<file path="src/rtl/decode_unit_pkg.sv">
// Shared processor definitions: opcodes, ALU operation codes and the decoded-entry record
// carried through the decode output buffer.
package processor_defines;

  localparam logic [6:0] OP_IMM = 7'h13;
  localparam logic [6:0] OP     = 7'h33;

  typedef enum logic [4:0] {
    ALU_NOP   = 5'd0,
    ALU_ADD   = 5'd1,
    ALU_SUB   = 5'd2,
    ALU_SLL   = 5'd3,
    ALU_SLT   = 5'd4,
    ALU_SLTU  = 5'd5,
    ALU_XOR   = 5'd6,
    ALU_SRL   = 5'd7,
    ALU_SRA   = 5'd8,
    ALU_OR    = 5'd9,
    ALU_AND   = 5'd10,
    ALU_ADDI  = 5'd11,
    ALU_SLTI  = 5'd12,
    ALU_SLTIU = 5'd13,
    ALU_XORI  = 5'd14,
    ALU_ORI   = 5'd15,
    ALU_ANDI  = 5'd16,
    ALU_SLLI  = 5'd17,
    ALU_SRLI  = 5'd18,
    ALU_SRAI  = 5'd19
  } alu_op_e;

  // imm is held at the widest legal XLEN; narrower datapaths use the low bits.
  typedef struct packed {
    logic [4:0]  rs1;
    logic [4:0]  rs2;
    logic [4:0]  rd;
    logic [63:0] imm;
    logic        use_imm;
    alu_op_e     alu_control;
    logic        illegal;
  } decode_entry_t;

endpackage

</file>
<file path="src/rtl/decode_unit_if.sv">
// Instruction-in / decoded-fields-out handshake bundle for decode_unit.
interface decode_unit_if #(
  parameter int XLEN  = 32,
  parameter int DEPTH = 2
) ();

  logic                     in_valid;
  logic                     in_ready;
  logic [31:0]              instruction_code;
  logic                     flush;
  logic                     out_valid;
  logic                     out_ready;
  logic [4:0]               rs1;
  logic [4:0]               rs2;
  logic [4:0]               rd;
  logic [XLEN-1:0]          imm;
  logic                     use_imm;
  logic [4:0]               alu_control;
  logic                     illegal;
  logic [$clog2(DEPTH):0]   count;

  modport master (
    output in_valid, instruction_code, flush, out_ready,
    input  in_ready, out_valid, rs1, rs2, rd, imm, use_imm, alu_control, illegal, count
  );

  modport slave (
    input  in_valid, instruction_code, flush, out_ready,
    output in_ready, out_valid, rs1, rs2, rd, imm, use_imm, alu_control, illegal, count
  );

endinterface

</file>
<file path="src/rtl/decode_unit_fields.sv">
// Combinational RV integer OP / OP-IMM decoder producing one buffer entry.
module decode_fields
  import processor_defines::*;
#(
  parameter int XLEN = 32
) (
  input  logic [31:0]   instruction_code,
  output decode_entry_t entry
);

  logic [6:0] opcode;
  logic [2:0] funct3;
  logic [6:0] funct7;
  logic       shift_logical;
  logic       shift_arith;
  logic       bad;

  assign opcode = instruction_code[6:0];
  assign funct3 = instruction_code[14:12];
  assign funct7 = instruction_code[31:25];

  // RV64 shift immediates carry a 6-bit shamt, so only imm[11:6] selects the shift kind.
  always_comb begin
    shift_logical = 1'b0;
    shift_arith   = 1'b0;
    if (XLEN == 64) begin
      shift_logical = (instruction_code[31:26] == 6'h00);
      shift_arith   = (instruction_code[31:26] == 6'h10);
    end else begin
      shift_logical = (instruction_code[31:25] == 7'h00);
      shift_arith   = (instruction_code[31:25] == 7'h20);
    end
  end

  always_comb begin
    entry             = '0;
    bad               = 1'b0;
    entry.rd          = instruction_code[11:7];
    entry.rs1         = instruction_code[19:15];
    entry.rs2         = instruction_code[24:20];
    entry.alu_control = ALU_NOP;
    case (opcode)
      OP_IMM: begin
        entry.imm     = {{52{instruction_code[31]}}, instruction_code[31:20]};
        entry.use_imm = 1'b1;
        case (funct3)
          3'b000:  entry.alu_control = ALU_ADDI;
          3'b010:  entry.alu_control = ALU_SLTI;
          3'b011:  entry.alu_control = ALU_SLTIU;
          3'b100:  entry.alu_control = ALU_XORI;
          3'b110:  entry.alu_control = ALU_ORI;
          3'b111:  entry.alu_control = ALU_ANDI;
          3'b001:  if (shift_logical) entry.alu_control = ALU_SLLI;
                   else bad = 1'b1;
          default: if (shift_logical) entry.alu_control = ALU_SRLI;
                   else if (shift_arith) entry.alu_control = ALU_SRAI;
                   else bad = 1'b1;
        endcase
      end
      OP: begin
        case ({funct7, funct3})
          {7'h00, 3'b000}: entry.alu_control = ALU_ADD;
          {7'h20, 3'b000}: entry.alu_control = ALU_SUB;
          {7'h00, 3'b001}: entry.alu_control = ALU_SLL;
          {7'h00, 3'b010}: entry.alu_control = ALU_SLT;
          {7'h00, 3'b011}: entry.alu_control = ALU_SLTU;
          {7'h00, 3'b100}: entry.alu_control = ALU_XOR;
          {7'h00, 3'b101}: entry.alu_control = ALU_SRL;
          {7'h20, 3'b101}: entry.alu_control = ALU_SRA;
          {7'h00, 3'b110}: entry.alu_control = ALU_OR;
          {7'h00, 3'b111}: entry.alu_control = ALU_AND;
          default:         bad = 1'b1;
        endcase
      end
      default: bad = 1'b1;
    endcase
    if (bad) begin
      entry.illegal     = 1'b1;
      entry.use_imm     = 1'b0;
      entry.alu_control = ALU_NOP;
    end
  end

endmodule

</file>
<file path="src/rtl/decode_unit.sv">
// Decode stage: combinational decode feeding a DEPTH-entry circular output buffer.
module decode_unit
  import processor_defines::*;
#(
  parameter int XLEN  = 32,
  parameter int DEPTH = 2
) (
  input logic          clk,
  input logic          reset,
  decode_unit_if.slave bus
);

  localparam int PW = $clog2(DEPTH);
  localparam int CW = PW + 1;

  decode_entry_t dec_p0;
  decode_entry_t buf_p1 [DEPTH];
  logic [PW-1:0] wptr;
  logic [PW-1:0] rptr;
  logic [CW-1:0] cnt;
  logic          push;
  logic          pop;

  decode_fields #(.XLEN(XLEN)) u_fields (
    .instruction_code (bus.instruction_code),
    .entry            (dec_p0)
  );

  assign bus.in_ready  = (cnt != CW'(DEPTH));
  assign bus.out_valid = (cnt != '0);
  assign bus.count     = cnt;
  assign push          = bus.in_valid && bus.in_ready && !bus.flush;
  assign pop           = bus.out_valid && bus.out_ready && !bus.flush;

  // ---- stage p0 -> p1: buffer write; pointers wrap naturally at PW bits ----
  always_ff @(posedge clk) begin
    if (reset || bus.flush) begin
      wptr <= '0;
      rptr <= '0;
      cnt  <= '0;
    end else begin
      if (push) wptr <= wptr + PW'(1);
      if (pop)  rptr <= rptr + PW'(1);
      case ({push, pop})
        2'b10:   cnt <= cnt + CW'(1);
        2'b01:   cnt <= cnt - CW'(1);
        default: cnt <= cnt;
      endcase
    end
  end

  always_ff @(posedge clk) begin
    if (push) buf_p1[wptr] <= dec_p0;
  end

  // ---- stage p1 output: head entry, forced to zero when the buffer is empty ----
  always_comb begin
    bus.rs1         = '0;
    bus.rs2         = '0;
    bus.rd          = '0;
    bus.imm         = '0;
    bus.use_imm     = 1'b0;
    bus.alu_control = '0;
    bus.illegal     = 1'b0;
    if (bus.out_valid) begin
      bus.rs1         = buf_p1[rptr].rs1;
      bus.rs2         = buf_p1[rptr].rs2;
      bus.rd          = buf_p1[rptr].rd;
      bus.imm         = buf_p1[rptr].imm[XLEN-1:0];
      bus.use_imm     = buf_p1[rptr].use_imm;
      bus.alu_control = buf_p1[rptr].alu_control;
      bus.illegal     = buf_p1[rptr].illegal;
    end
  end

endmodule
</file>
<file path="src/flat_wrapper.sv">
// flat-port wrapper written by rule: the top's interface ports become plain ports
module decode_unit_flat import processor_defines::*;
#(
  parameter int XLEN  = 32,
  parameter int DEPTH = 2
)
  (clk, reset, bus_in_valid, bus_instruction_code, bus_flush, bus_out_ready, bus_in_ready, bus_out_valid, bus_rs1, bus_rs2, bus_rd, bus_imm, bus_use_imm, bus_alu_control, bus_illegal, bus_count);
  decode_unit_if #(.XLEN(XLEN), .DEPTH(DEPTH)) bus_i ();
  input logic clk;
  input logic reset;
  input wire logic [$bits(bus_i.in_valid)-1:0] bus_in_valid;
  input wire logic [$bits(bus_i.instruction_code)-1:0] bus_instruction_code;
  input wire logic [$bits(bus_i.flush)-1:0] bus_flush;
  input wire logic [$bits(bus_i.out_ready)-1:0] bus_out_ready;
  output wire logic [$bits(bus_i.in_ready)-1:0] bus_in_ready;
  output wire logic [$bits(bus_i.out_valid)-1:0] bus_out_valid;
  output wire logic [$bits(bus_i.rs1)-1:0] bus_rs1;
  output wire logic [$bits(bus_i.rs2)-1:0] bus_rs2;
  output wire logic [$bits(bus_i.rd)-1:0] bus_rd;
  output wire logic [$bits(bus_i.imm)-1:0] bus_imm;
  output wire logic [$bits(bus_i.use_imm)-1:0] bus_use_imm;
  output wire logic [$bits(bus_i.alu_control)-1:0] bus_alu_control;
  output wire logic [$bits(bus_i.illegal)-1:0] bus_illegal;
  output wire logic [$bits(bus_i.count)-1:0] bus_count;
  assign bus_i.in_valid = bus_in_valid;
  assign bus_i.instruction_code = bus_instruction_code;
  assign bus_i.flush = bus_flush;
  assign bus_i.out_ready = bus_out_ready;
  assign bus_in_ready = bus_i.in_ready;
  assign bus_out_valid = bus_i.out_valid;
  assign bus_rs1 = bus_i.rs1;
  assign bus_rs2 = bus_i.rs2;
  assign bus_rd = bus_i.rd;
  assign bus_imm = bus_i.imm;
  assign bus_use_imm = bus_i.use_imm;
  assign bus_alu_control = bus_i.alu_control;
  assign bus_illegal = bus_i.illegal;
  assign bus_count = bus_i.count;
  decode_unit #(.XLEN(XLEN), .DEPTH(DEPTH)) u_core (.clk(clk), .reset(reset), .bus(bus_i));
endmodule
</file>
<file path="config.mk">
export PLATFORM = sky130hd
export DESIGN_NAME = decode_unit_flat
export DESIGN_NICKNAME = d
export VERILOG_FILES = /design/src/rtl/decode_unit_pkg.sv /design/src/rtl/decode_unit_if.sv /design/src/rtl/decode_unit_fields.sv /design/src/rtl/decode_unit.sv /design/src/flat_wrapper.sv
export SDC_FILE = /design/constraint.sdc
export NUM_CORES = 1
export LEC_CHECK = 0
export CAP_MARGIN = 20
export CORE_MARGIN = 1
export CORE_UTILIZATION = 30
export CTS_BUF_LIST = sky130_fd_sc_hd__clkbuf_8
export CTS_CLUSTER_DIAMETER = 50
export CTS_CLUSTER_SIZE = 14
export DETAILED_ROUTE_END_ITERATION = 12
export HOLD_SLACK_MARGIN = 0.1
export PLACE_DENSITY = 0.56
export SLEW_MARGIN = 20
export SYNTH_ARGS = -nofsm -noshare
export SYNTH_HDL_FRONTEND = slang
export SYNTH_HIERARCHICAL = 1
export SYNTH_SLANG_ARGS = --single-unit
</file>
<file path="constraint.sdc">
create_clock -name clk -period 7.9 [get_ports clk]
set_input_delay 2.37 -clock clk [delete_from_list [all_inputs] [get_ports clk]]
set_output_delay 2.37 -clock clk [all_outputs]
set_load 0.02 [all_outputs]
</file>
==> results_dict.tcl, run 1 <==
set metrics [dict create \
    cts_made_buffers 17 \
    hpwl_mm 5.72 \
    syn_area_um2 4950 \
    hold_slack_ns 0.508 \
    cts_tree "done" \
    htreeDepth 4 \
    antenna_found_initial 0 \
    grt_remaining_overflow 0 \
    min_period_ns 4.82 \
    postSynthCellCount 354 \
    power_density_nw_per_um2 203 \
    start_kind "register" \
    ir_drop_mv 0.0936 \
    core-area_um2 16000 \
    dr_total_vias 2791 \
    design.die.area_um2 17000 \
    status "completed" \
    clock_sinks 113 \
    cts-root-buf "clkbuf_8" \
    grt_max_degree 55 \
    end_kind "primary output" \
    max_stage_delay_ns 0.99 \
    clockBufferDepth 2 \
    hold_buffers 0 \
    register_area_um2 3350 \
    drc 0 \
    final_util_pct 39.2 \
    setup_viol 0 \
    final.setup.tns_ns 0 \
    fin_nets 457 \
    hold_violations 0 \
    clk-insertion-delay-late_ns 0.43 \
    yosys_warnings 6 \
    diodes 0 \
    finalWirelength_mm 9.28 \
    required_ns 5.53 \
    start_util_pct 30.9 \
    cts_resized 0 \
    area_delta_synth_final_pct 26.6 \
    worstHoldPathType "register to register" \
    synth_area_per_cell_um2 14.0 \
    routed_via_density 4.31 \
    total_power_mw 1.27 \
    timing.max_cap.violations 0 \
    cp_cell_sequence "mux2i_1 -> nor2_1 -> clkdlybuf4s50_1" \
    fmax_mhz 207 \
    dr.first_iter.drc_count 183 \
    finalClockSkew_ns 0.0121 \
    firstDrtPassIters 4 \
    p_leak_nw 2.11 \
    slew-limit-headroom_pct 34.8 \
    die_h_um 130 \
    rsz0062_at_grt "no" \
    tightest_slew_ns 0.978 \
    drtAntennaViolNets 0 \
    cpMaxStageDelayCell "dfxtp_4" \
    rows 46 \
    dp_slack_ns 3.46 \
    fin_ws_ns 3.08 \
    min_period_over_period_pct 61.0 \
    synthesis.nets 392 \
    worst-path-max-fanout 54 \
    drt-wirelength-per-cell_um 14.3 \
    portBuffers 94 \
    post_cts_buffers 0 \
    drv_slew 0 \
    cp.arrival_ns 2.45 \
    n_fill_cell 1554 \
    grt_pass1_vias 2749 \
    grt_usage_pct 11.7 \
    grt_first_pass_wirelength_mm 14.2 \
    die_w_um 130 \
    clk_pin_slew_worst_paths_ns 0.07 \
    ios 95 \
    crit_type "register to primary output" \
    drive_above_1_share_pct 9.26 \
    place.gp.congestion 0.885 \
    multi_input_area_um2 1250 \
]
worst paths after layout:
path | start | endpoint | slack, ns | depth (start not counted)
setup reg to reg | u_core/bus.count[0]$_SDFFE_PP0P_ | u_core/buf_p1[0][83]$_DFFE_PP_ | 5.78 | 4
hold reg to reg | u_core/rptr$_SDFFE_PP0P_ | register | 0.51 | 2
hold / removal | u_core/rptr$_SDFFE_PP0P_ | register | 0.51 | 2
setup / recovery | register | bus_alu_control[2] | 3.08 | 3
flip-flops by register name, indices dropped and copies added, names as in the netlist, named ones only:
signal and count:
u_core/rptr 1, u_core/bus.count 2, u_core/wptr 1, u_core/buf_p1 108
worst max-delay path: cells and delay by family (launching register included):
family | cells | cell delay [ns]
muxes | 1 | 0.17
buffers and inverters | 1 | 0.64
and+or+nand+nor | 1 | 0.20
DFF | 1 | 0.99
through the flow:
step | cell area (um2) | cells
after floorplan | 4950 | 354
after global placement | 5860 | 616
after detailed placement | 5860 | 616
after CTS | 6270 | 648
after global routing | 6270 | 648
final | 6270 | 648
power by group:
group          switching [mW]  leakage, nW  internal [mW]
registers             0.00433         1.19          0.662
clock network           0.209        0.228          0.324
logic                  0.0397        0.695         0.0352
total                   0.253         2.11           1.02
cells in the final DEF (no fill, tap or decap), types with 2 or more instances in the layout:
cell type / count
a21oi_1: 6
nor2_1: 62
nand3_1: 3
nand4_1: 2
and2_1: 13
mux2i_1: 56
nand2_1: 4
o21ai_0: 6
nor3_1: 3
buf_4: 5
o211a_1: 2
nor2b_1: 3
clkinv_2: 2
clkbuf_8: 23
bufinv_16: 2
xor2_1: 3
inv_1: 8
nand2b_1: 3
edfxtp_1: 108
dfxtp_1: 4
clkdlybuf4s50_1: 94
nor2_4: 3
area by class of cell:
cell class | instances | share of cell area [%]
clock buffer | 23 | 5.05
clock inverter | 9 | 1.42
inverter | 3 | 0.180
multi-input combinational | 185 | 20.0
sequential | 113 | 53.4
tap | 216 | 4.31
timing repair buffer | 99 | 15.6
layer usage:
metal	wire, um	up-vias	track usage (%)
li1	-	1368	-
met4	169	0	6.42
met3	498	14	4.40
met2	4820	85	19.8
met5	0	-	0
met1	3790	1324	12.8
Note: power is estimated with default switching activity, not from simulation.
==> inputs of run 2 (changes only) <==
==> constraint.sdc (replaced) <==
create_clock -name clk -period 4.8 [get_ports clk]
set_input_delay 1.44 -clock clk [delete_from_list [all_inputs] [get_ports clk]]
set_output_delay 1.44 -clock clk [all_outputs]
set_load 0.02 [all_outputs]
==> results_dict.tcl, run 2 (same netlist as run 1, synthesis figures left out) <==
set metrics [dict create \
    status "completed" \
    slew-limit-headroom_pct 32.8 \
    holdCritStartpoint "u_core/rptr$_SDFFE_PP0P_" \
    worstHoldPathType "register to register" \
    start_util_pct 30.9 \
    cts-root-buf "clkbuf_8" \
    crit_family "flip-flops" \
    cp.arrival_ns 2.47 \
    layout.cells.most_common "edfxtp_1" \
    hold_slack_ns 0.515 \
    max_stage_delay_ns 0.95 \
    dr_total_vias 2835 \
    clock_sinks 113 \
    design.die.area_um2 17000 \
    grt_pass1_vias 2757 \
    post_cts_buffers 0 \
    area_delta_synth_final_pct 27.5 \
    finalClockSkew_ns 0.00827 \
    core-area_um2 16000 \
    cts_made_buffers 17 \
    rsz0062_at_grt "no" \
    hold_buffers 0 \
    worst-path-max-fanout 54 \
    die_w_um 130 \
    crit_type "register to primary output" \
    dp_slack_ns 1.28 \
    clk-insertion-delay-late_ns 0.41 \
    fmax_mhz 256 \
    diodes 0 \
    timing.rr.start "u_core/bus.count[0]$_SDFFE_PP0P_" \
    cp_cell_sequence "mux2i_1 -> nor2_1 -> clkdlybuf4s50_1" \
    final_cell_mix "108 x edfxtp_1, 94 x clkdlybuf4s50_1, 62 x nor2_1, 56 x mux2i_1, 17 x clkbuf_8" \
    htreeDepth 4 \
    clockBufferDepth 2 \
    cpMaxStageDelayCell "dfxtp_4" \
    drc 0 \
    r2r_slack_ns 2.53 \
    drt-wirelength-per-cell_um 14.5 \
    dr.first_iter.drc_count 159 \
    power_density_nw_per_um2 346 \
    fin_ws_ns 0.894 \
    fin_nets 458 \
    n_fill_cell 1544 \
    die_h_um 130 \
    hpwl_mm 6.21 \
    antenna_found_initial 0 \
    timing.max_cap.violations 0 \
    rows 46 \
    cts_tree "done" \
    grt_max_degree 55 \
    cts_resized 0 \
    tightest_slew_ns 1.01 \
    largest_reg_flops 108 \
    drv_slew 0 \
    required_ns 3.36 \
    end_kind "primary output" \
    ios 95 \
    min_period_over_period_pct 81.4 \
    min_period_ns 3.91 \
    grt_usage_pct 11.8 \
    routed_via_density 4.37 \
    start_kind "register" \
    setup_viol 0 \
    place.gp.congestion 0.833 \
    drive_above_1_share_pct 9.47 \
    portBuffers 94 \
    final.setup.tns_ns 0 \
    hold_violations 0 \
    firstDrtPassIters 6 \
    p_leak_nw 2.11 \
    path_buf_inv 1 \
    grt_first_pass_wirelength_mm 14.5 \
    finalWirelength_mm 9.42 \
    grt_remaining_overflow 0 \
    drtAntennaViolNets 0 \
    clk_pin_slew_worst_paths_ns 0.07 \
    ir_drop_mv 0.144 \
    top_register "u_core/buf_p1" \
]
==> run 2: cell count changes in the layout (fill, tap and decap cells not counted) <==
| cell | previous run | this run |
|---|---|---|
| clkinv_1 | 0 | 3 |
| clkinv_2 | 2 | 3 |
| bufinv_16 | 2 | 5 |
| clkinvlp_4 | 0 | 2 |
| clkbuf_8 | 23 | 17 |
| inv_1 | 8 | 5 |
| buf_12 | 0 | 1 |
==> run 2: layout make-up <==
cell class	instances	area, um2	share of cell area [%]
clock buffer	17	234	3.71
clock inverter	15	199	3.15
inverter	3	11.3	0.178
multi-input combinational	185	1250	19.9
sequential	113	3350	53.0
tap	216	270	4.28
timing repair buffer	100	998	15.8
==> run 2: layer usage <==
metal | share of wire, % | GRT usage, % | vias up | routed length, um
li1 | - | - | 1369 | -
met1 | 42 | 13.5 | 1373 | 3980
met2 | 52 | 20.4 | 81 | 4860
met3 | 4.4 | 3.58 | 12 | 414
met4 | 1.8 | 5.14 | 0 | 165
met5 | 0 | 0 | - | 0
==> run 2: final timing paths <==
path	endpoint	cells after the start
worst min-delay path	register	2
worst min register to register	register	2
worst max-delay path	bus_imm[28]	3
worst max register to register	u_core/buf_p1[1][26]$_DFFE_PP_	4
==> run 2: power by group <==
part           switching [mW]  internal [mW]
combinational          0.0666         0.0590
clock                   0.356          0.605
sequential            0.00730           1.09
==> run 2: stage by stage <==
step | area (um2) | std cells | util [%] | power (mW)
2_1_floorplan | 4950 | 354 | - | 1.19
3_3_place_gp | 5880 | 617 | 36.8 | 1.24
3_5_place_dp | 5880 | 617 | 36.8 | 1.24
4_1_cts | 6310 | 649 | 39.5 | 2.21
5_1_grt | 6310 | 649 | 39.5 | 2.27
6_report | 6310 | 649 | 39.5 | 2.18
==> run 2: tightest hold or removal path, stage by stage (launching register included) <==
cell and delay, ns:
dfxtp_1 0.32, xor2_1 0.08, nor2_1 0.08
